**src/rtl/lc3_pkg.sv**
```systemverilog
// Shared LC3 writeback definitions: default datapath width, the source-select
// encodings and the condition-code helper.
package lc3_pkg;

  localparam int LC3_DATA_W = 16;

  localparam logic [2:0] WB_SRC_ALU = 3'h0;
  localparam logic [2:0] WB_SRC_MEM = 3'h1;
  localparam logic [2:0] WB_SRC_PC  = 3'h2;

  // {N,Z,P} for a default-width value; exactly one bit is ever set.
  function automatic logic [2:0] nzp_of(input logic [LC3_DATA_W-1:0] value);
    logic neg;
    logic zero;
    neg  = value[LC3_DATA_W-1];
    zero = (value == '0);
    return {neg, zero, !neg && !zero};
  endfunction

endpackage

```
**src/rtl/lc3_regfile_2r1w.sv**
```systemverilog
// NREG x DATA_W register file: one synchronous write port, two combinational
// read ports, synchronous clear of every entry on rst.
module lc3_regfile_2r1w #(
  parameter int DATA_W = 16,
  parameter int NREG   = 8,
  parameter int AW     = $clog2(NREG)
) (
  input  logic              clk,
  input  logic              rst,
  input  logic              we,
  input  logic [AW-1:0]     waddr,
  input  logic [DATA_W-1:0] wdata,
  input  logic [AW-1:0]     raddr1,
  input  logic [AW-1:0]     raddr2,
  output logic [DATA_W-1:0] rdata1,
  output logic [DATA_W-1:0] rdata2
);

  logic [DATA_W-1:0] regs_q [NREG];
  logic [DATA_W-1:0] regs_d [NREG];

  // Next-state of every entry: only the addressed one takes the write data.
  always_comb begin
    for (int i = 0; i < NREG; i++) begin
      regs_d[i] = regs_q[i];
      if (we && (waddr == AW'(i))) begin
        regs_d[i] = wdata;
      end
    end
  end

  // Register array with synchronous clear.
  always_ff @(posedge clk) begin
    for (int i = 0; i < NREG; i++) begin
      if (rst) begin
        regs_q[i] <= '0;
      end else begin
        regs_q[i] <= regs_d[i];
      end
    end
  end

  assign rdata1 = regs_q[raddr1];
  assign rdata2 = regs_q[raddr2];

endmodule

```
**src/rtl/lc3_writeback_rf.sv**
```systemverilog
// LC3 writeback stage: source mux, register file write, NZP update and the
// done/error pulses. Optional same-cycle forwarding to the read ports is
// compiled in with the LC3_WB_BYPASS_EN macro.
module lc3_writeback_rf
  import lc3_pkg::*;
#(
  parameter int DATA_W = LC3_DATA_W,
  parameter int NREG   = 8,
  parameter int AW     = $clog2(NREG)
) (
  input  logic              clk,
  input  logic              rst,
  input  logic              enable_writeback,
  input  logic [2:0]        W_Control,
  input  logic [DATA_W-1:0] aluout,
  input  logic [DATA_W-1:0] memout,
  input  logic [DATA_W-1:0] pcout,
  input  logic [AW-1:0]     dr,
  input  logic [AW-1:0]     sr1,
  input  logic [AW-1:0]     sr2,
  output logic [DATA_W-1:0] VSR1,
  output logic [DATA_W-1:0] VSR2,
  output logic [2:0]        nzp,
  output logic              wb_done,
  output logic              wb_err
);

  logic [DATA_W-1:0] dr_in;
  logic              src_legal;
  logic              commit;
  logic [2:0]        nzp_new;
  logic [2:0]        nzp_d, nzp_q;
  logic              wb_done_d, wb_done_q;
  logic              wb_err_d, wb_err_q;
  logic [DATA_W-1:0] rf_rd1, rf_rd2;

  // Source select; illegal codes produce zero and block the write.
  always_comb begin
    dr_in     = '0;
    src_legal = 1'b0;
    case (W_Control)
      WB_SRC_ALU: begin dr_in = aluout; src_legal = 1'b1; end
      WB_SRC_MEM: begin dr_in = memout; src_legal = 1'b1; end
      WB_SRC_PC:  begin dr_in = pcout;  src_legal = 1'b1; end
      default:    begin dr_in = '0;     src_legal = 1'b0; end
    endcase
  end

  assign commit = enable_writeback && src_legal;

  // The package helper covers the default width; other widths derive inline.
  generate
    if (DATA_W == LC3_DATA_W) begin : g_nzp_pkg
      assign nzp_new = nzp_of(LC3_DATA_W'(dr_in));
    end else begin : g_nzp_gen
      assign nzp_new = {dr_in[DATA_W-1], dr_in == '0,
                        !dr_in[DATA_W-1] && (dr_in != '0)};
    end
  endgenerate

  // Next condition codes and the one-cycle status pulses.
  always_comb begin
    nzp_d     = nzp_q;
    wb_done_d = commit;
    wb_err_d  = enable_writeback && !src_legal;
    if (commit) begin
      nzp_d = nzp_new;
    end
  end

  // Status registers; reset leaves the Z flag set.
  always_ff @(posedge clk) begin
    if (rst) begin
      nzp_q     <= 3'b010;
      wb_done_q <= 1'b0;
      wb_err_q  <= 1'b0;
    end else begin
      nzp_q     <= nzp_d;
      wb_done_q <= wb_done_d;
      wb_err_q  <= wb_err_d;
    end
  end

  lc3_regfile_2r1w #(
    .DATA_W (DATA_W),
    .NREG   (NREG),
    .AW     (AW)
  ) u_rf (
    .clk    (clk),
    .rst    (rst),
    .we     (commit),
    .waddr  (dr),
    .wdata  (dr_in),
    .raddr1 (sr1),
    .raddr2 (sr2),
    .rdata1 (rf_rd1),
    .rdata2 (rf_rd2)
  );

`ifdef LC3_WB_BYPASS_EN
  // Write-through: a committing write is visible on a matching port at once.
  assign VSR1 = (commit && (sr1 == dr)) ? dr_in : rf_rd1;
  assign VSR2 = (commit && (sr2 == dr)) ? dr_in : rf_rd2;
`else
  assign VSR1 = rf_rd1;
  assign VSR2 = rf_rd2;
`endif

  assign nzp     = nzp_q;
  assign wb_done = wb_done_q;
  assign wb_err  = wb_err_q;

endmodule

```
**config.mk**
```make
export PLATFORM = sky130hd
export DESIGN_NAME = lc3_writeback_rf
export DESIGN_NICKNAME = d
export VERILOG_FILES = /design/src/rtl/lc3_pkg.sv /design/src/rtl/lc3_regfile_2r1w.sv /design/src/rtl/lc3_writeback_rf.sv
export SDC_FILE = /design/constraint.sdc
export NUM_CORES = 1
export LEC_CHECK = 0
export ABC_AREA = 1
export BUFFER_PORTS_ARGS = -buffer_cell sky130_fd_sc_hd__buf_2
export CAP_MARGIN = 20
export CELL_PAD_IN_SITES_DETAIL_PLACEMENT = 1
export CELL_PAD_IN_SITES_GLOBAL_PLACEMENT = 2
export CORE_ASPECT_RATIO = 1.25
export CORE_MARGIN = 4
export CORE_UTILIZATION = 36
export DETAILED_ROUTE_END_ITERATION = 10
export PLACE_DENSITY = 0.88
export SKIP_CTS_REPAIR_TIMING = 1
export SLEW_MARGIN = 20
export SYNTH_ARGS = -nofsm -noshare
export SYNTH_HDL_FRONTEND = slang
export SYNTH_HIERARCHICAL = 1
export SYNTH_SLANG_ARGS = --single-unit
```
**constraint.sdc**
```tcl
create_clock -name clk -period 9 [get_ports clk]
set_input_delay 1.8 -clock clk [delete_from_list [all_inputs] [get_ports clk]]
set_output_delay 1.8 -clock clk [all_outputs]
set_load 0.01 [all_outputs]
```
* Word-level counts from Yosys, hierarchy flattened
Memories as Yosys holds them, arrays and structs flattened.
Cells that the tools add are included.
** Cells by class
- Multiplexer cells :: 21
- Eq/ne operators :: 17
- Bitwise logic cells :: 8
- Reduce and logical (&&, ||, !) cells :: 26
** Operators by type and width (number)
- 2-to-1 mux 16 bit :: 16
- case mux 16 bit (3 select lines) :: 1
- logical NOT 16 bit :: 1
- AND reduction 2 bit :: 8
- equality test 3 bit, second input constant :: 4
- logical AND 1 bit :: 11
- equality test 3 x 2 -> 1 bit, second input constant :: 3
- != test 1 bit, second input constant :: 8
- OR 1 bit :: 8
- equality test 3 x 1 -> 1 bit, second input constant :: 2
- logical NOT 3 bit :: 2
- 2-to-1 mux 1 bit :: 4
- logical NOT 1 bit :: 3
- OR reduction 3 bit :: 1
** Word-level totals
- Word-level logic and storage cells :: 76
- RAM bits :: 128
- Memories :: 1
- Bits in registers :: 5
** Memory list
- u_rf.regs_q :: words 8, width 16, read ports 2, clocked after memory_dff 0, write ports 8, line lc3_regfile_2r1w.sv:19 : logic [DATA_W-1:0] regs_q [NREG];

* Longest topological paths before layout
- Word-level depth :: 8
- Mapped depth :: 12
- Mapped depth without buffers :: 11

* Modules after synthesis
The synthesis kept the hierarchy.
** Modules (own cells, without submodules)
- lc3_regfile_2r1w :: times used 1, cells each 1040, area each 7696.1 um^2, sequential area each 3843.7 um^2
- lc3_writeback_rf :: times used 1, cells each 111, area each 734.5 um^2, sequential area each 100.1 um^2

* Worst setup path before layout
OpenSTA, ideal clock, no wires.
- Path kind :: input port to output port
- From :: input port sr1[2]
- To :: output port VSR1[10]
- Path buffers :: 2
- Required time :: 7.200 ns
- Arrival time :: 2.529 ns
- Slack :: 4.671 ns
- Cell stages on the path :: 5
- Path through :: buf_2 -> inv_1 -> clkbuf_1 -> nand2_1 -> nand2_1
** Between the ends
- Cells in the longest elaborated chain, start to end :: 1
** Ends and longest elaborated chain
- from (decl) :: line lc3_writeback_rf.sv:19 : input logic [AW-1:0] sr1,
- memory read (8 x 16 bit)
- to (decl) :: line lc3_writeback_rf.sv:21 : output logic [DATA_W-1:0] VSR1,
No other way between the ends.

* Worst setup path in the final report
- From :: input port sr1[0]
- To :: output port VSR1[15]
Same word-level chain as after synthesis.

==> impl_metrics.yaml <==
status:
  status: "complete, no violations"
worst_setup_path:
  r2r-start: "nzp[1]"
  cp.arrival_ps: 4020
  start_kind: "input port"
  path_max_fanout: 65
  rr_endpoint: "nzp[1]"
  critPathKind: "in2out"
  cp.required_ps: 7200
  crit_path_end_kind: "primary output"
  r2r_cells: 2
  r2r_setup_slack_ps: 8360
cells_and_area:
  layout.cells.most_common: "nand2_1"
  final_cell_mix: "nand2_1 (445), nand3_1 (167), inv_1 (150)"
  layout.nets: 1278
  areaGrowthSynthToFinish_pct: 13.7
  drive_gt1_share_pct: 15.1
  antennaDiodeCount: 0
detailed_routing:
  wire_per_inst_um: 19.8
  ant_nets: 0
  drtIter0Drc: 660
  wl_mm: 30.0
  drt-pass1-iter-count: 5
  drcViolationCount: 0
  routed_via_density: 5.17
  vias: 7843
logic_synthesis:
  synthArstFlopShare_pct: 0
  netlist_instances: 1151
  yosysWarnings: 6
  synth_edf_count: 128
  synth_top_flop_cell: "edfxtp_1"
  syn_area_um2: 8430
  ys_ff_latch: 133
  synth.distinct_cells: 30
  syn-num-nets: 1214
  avgSynthCellArea_um2: 7.32
  ys_seq_area_share_pct: 46.8
clocking:
  h-tree-depth: 4
  cts_root_buf: "clkbuf_16"
  clock_path_buffers: 2
  cts.sinks: 133
  cts_tree: "yes"
  path_clk_slew_ps: 60
  cts_buffers: 17
  clk_latency_ps: 420
die:
  die_w_um: 145
  num_rows: 62
  die_y_um: 179
  core_area_um2: 23000
  ios: 100
  start_util_pct: 36.6
  die_area_um2: 25900
sta:
  tightest_slew_ps: 1080
  hold_viol_final: 0
  layout_setup_ws_ps: 3180
  skew_ps: 0
  period_minus_slack_ps: 5820
  finalMaxSlewViolations: 0
  grt_setup_unrepaired: "false"
  setup-tns-final_ps: 0
  setup_viol: 0
  relSlewSlack_pct: 28.0
  period_share_pct: 64.6
  fmax_mhz: 172
power:
  comb_power_share_pct: 16.0
  seqPwrFrac_pct: 42.2
  power_density_nw_per_um2: 179
  ir_drop_uv: 135
  clkPwrFrac_pct: 41.8
  power_switching_w: 0.000485
  p_leak_nw: 4.59
  p_int_w: 0.00123
  swShare_pct: 28.3
placed_design:
  gp_congestion: 0.843
  dp_hpwl_mm: 19.2
  dpl_worst_slack_ps: 3220
  port_buffers: 99
global_routing:
  grt_pass1_vias: 8253
  antenna_found_initial: 0
  grt_pass1_wl_mm: 46.8
  overflow: 0
  grtUsageTotal_pct: 23.9
  grt_max_degree: 66
hold_path:
  min_from: "nzp[1]"
  min_path_cells: 2
  hp-class: "reg2reg"
  whs_endpoint: "nzp[1]"
job:
  maxCapViolCount: 0
## layer usage
metal | up-vias | GRT usage (%) | routed length, um
li1 | 3723 | - | -
met1 | 3883 | 29.6 | 12500
met2 | 198 | 43.5 | 15600
met3 | 39 | 2.88 | 1280
met4 | 0 | 6.61 | 606
met5 | - | 0 | 0
## through the flow
| step | cells | hold WS (ps) | power [W] | instance area, um2 | utilization [%] |
|---|---|---|---|---|---|
| 2_1_floorplan | 1151 | 495 | 0.000906 | 8430 | - |
| 3_3_place_gp | 1482 | 456 | 0.00100 | 8940 | 38.8 |
| 3_5_place_dp | 1482 | 461 | 0.00101 | 8940 | 38.8 |
| 4_1_cts | 1514 | 475 | 0.00172 | 9550 | 41.4 |
| 5_1_grt | 1516 | 515 | 0.00179 | 9590 | 41.6 |
| 6_report | 1516 | 470 | 0.00171 | 9590 | 41.6 |
## how the worst max path moves through the flow
| stage | startpoint | to | cells past startpoint |
|---|---|---|---|
| finish | sr1[0] | VSR1[15] | 10 |
| global route | sr2[0] | VSR2[12] | 10 |
| global placement | sr1[0] | VSR1[15] | 10 |
| floorplan | sr1[2] | VSR1[10] | 5 |
| detailed placement | sr2[1] | VSR2[0] | 8 |
| CTS | sr2[1] | VSR2[0] | 8 |
## layout make-up
class | instances | area (um2)
clock inverters | 15 | 180
flip-flops and latches | 133 | 3940
fillers | 2907 | 13500
clock buffers | 17 | 425
repair buffers | 108 | 591
well taps | 288 | 360
inverters | 160 | 616
multi-input cells | 795 | 3470
## power groups by stage
stage / Sequential (W) / Clock [W] / Combinational [W]
after global placement: 0.000734 / 0 / 0.000270
after global routing: 0.000726 / 0.000754 / 0.000307
final: 0.000722 / 0.000715 / 0.000275
after floorplan: 0.000733 / 0 / 0.000173
after CTS: 0.000723 / 0.000727 / 0.000274
after detailed placement: 0.000736 / 0 / 0.000272
## cell families (layout without fill, tap and decap cells)
| logic type | after synthesis | in the layout | synth area share (%) |
|---|---|---|---|
| buffers and inverters | 223 | 300 | 12.0 |
| and+or+nand+nor | 790 | 790 | 40.8 |
| AOI/OAI and AO/OA | 5 | 5 | 0.386 |
| DFF | 133 | 133 | 46.8 |
## synthesized netlist by cell type (7+ instances only)
| library cell | n | share of area (%) |
|---|---|---|
| nand2_1 | 445 | 20 |
| nand3_1 | 167 | 9.9 |
| inv_1 | 150 | 6.7 |
| nor2_1 | 133 | 5.9 |
| edfxtp_1 | 128 | 46 |
| buf_2 | 26 | 1.5 |
| clkbuf_1 | 18 | 0.80 |
| buf_6 | 11 | 1.5 |
| nand4_1 | 10 | 0.74 |
| nand3_2 | 9 | 1.1 |
| nor2_2 | 9 | 0.67 |
| nand3_4 | 8 | 1.7 |
| inv_2 | 7 | 0.31 |
## state kept, by name (all words and copies together), names as in the netlist
register     flops
wb_done          1
u_rf/regs_q    128
wb_err           1
nzp              3
## critical path, stage by stage
cell	delay, ps
buf_2	80
buf_4	600
inv_2	370
buf_4	410
nand2_1	120
nand3_1	90
nand2_1	90
nand2_1	50
nand2_1	150
buf_2	160
No activity file was read; power rests on OpenSTA's default activity.
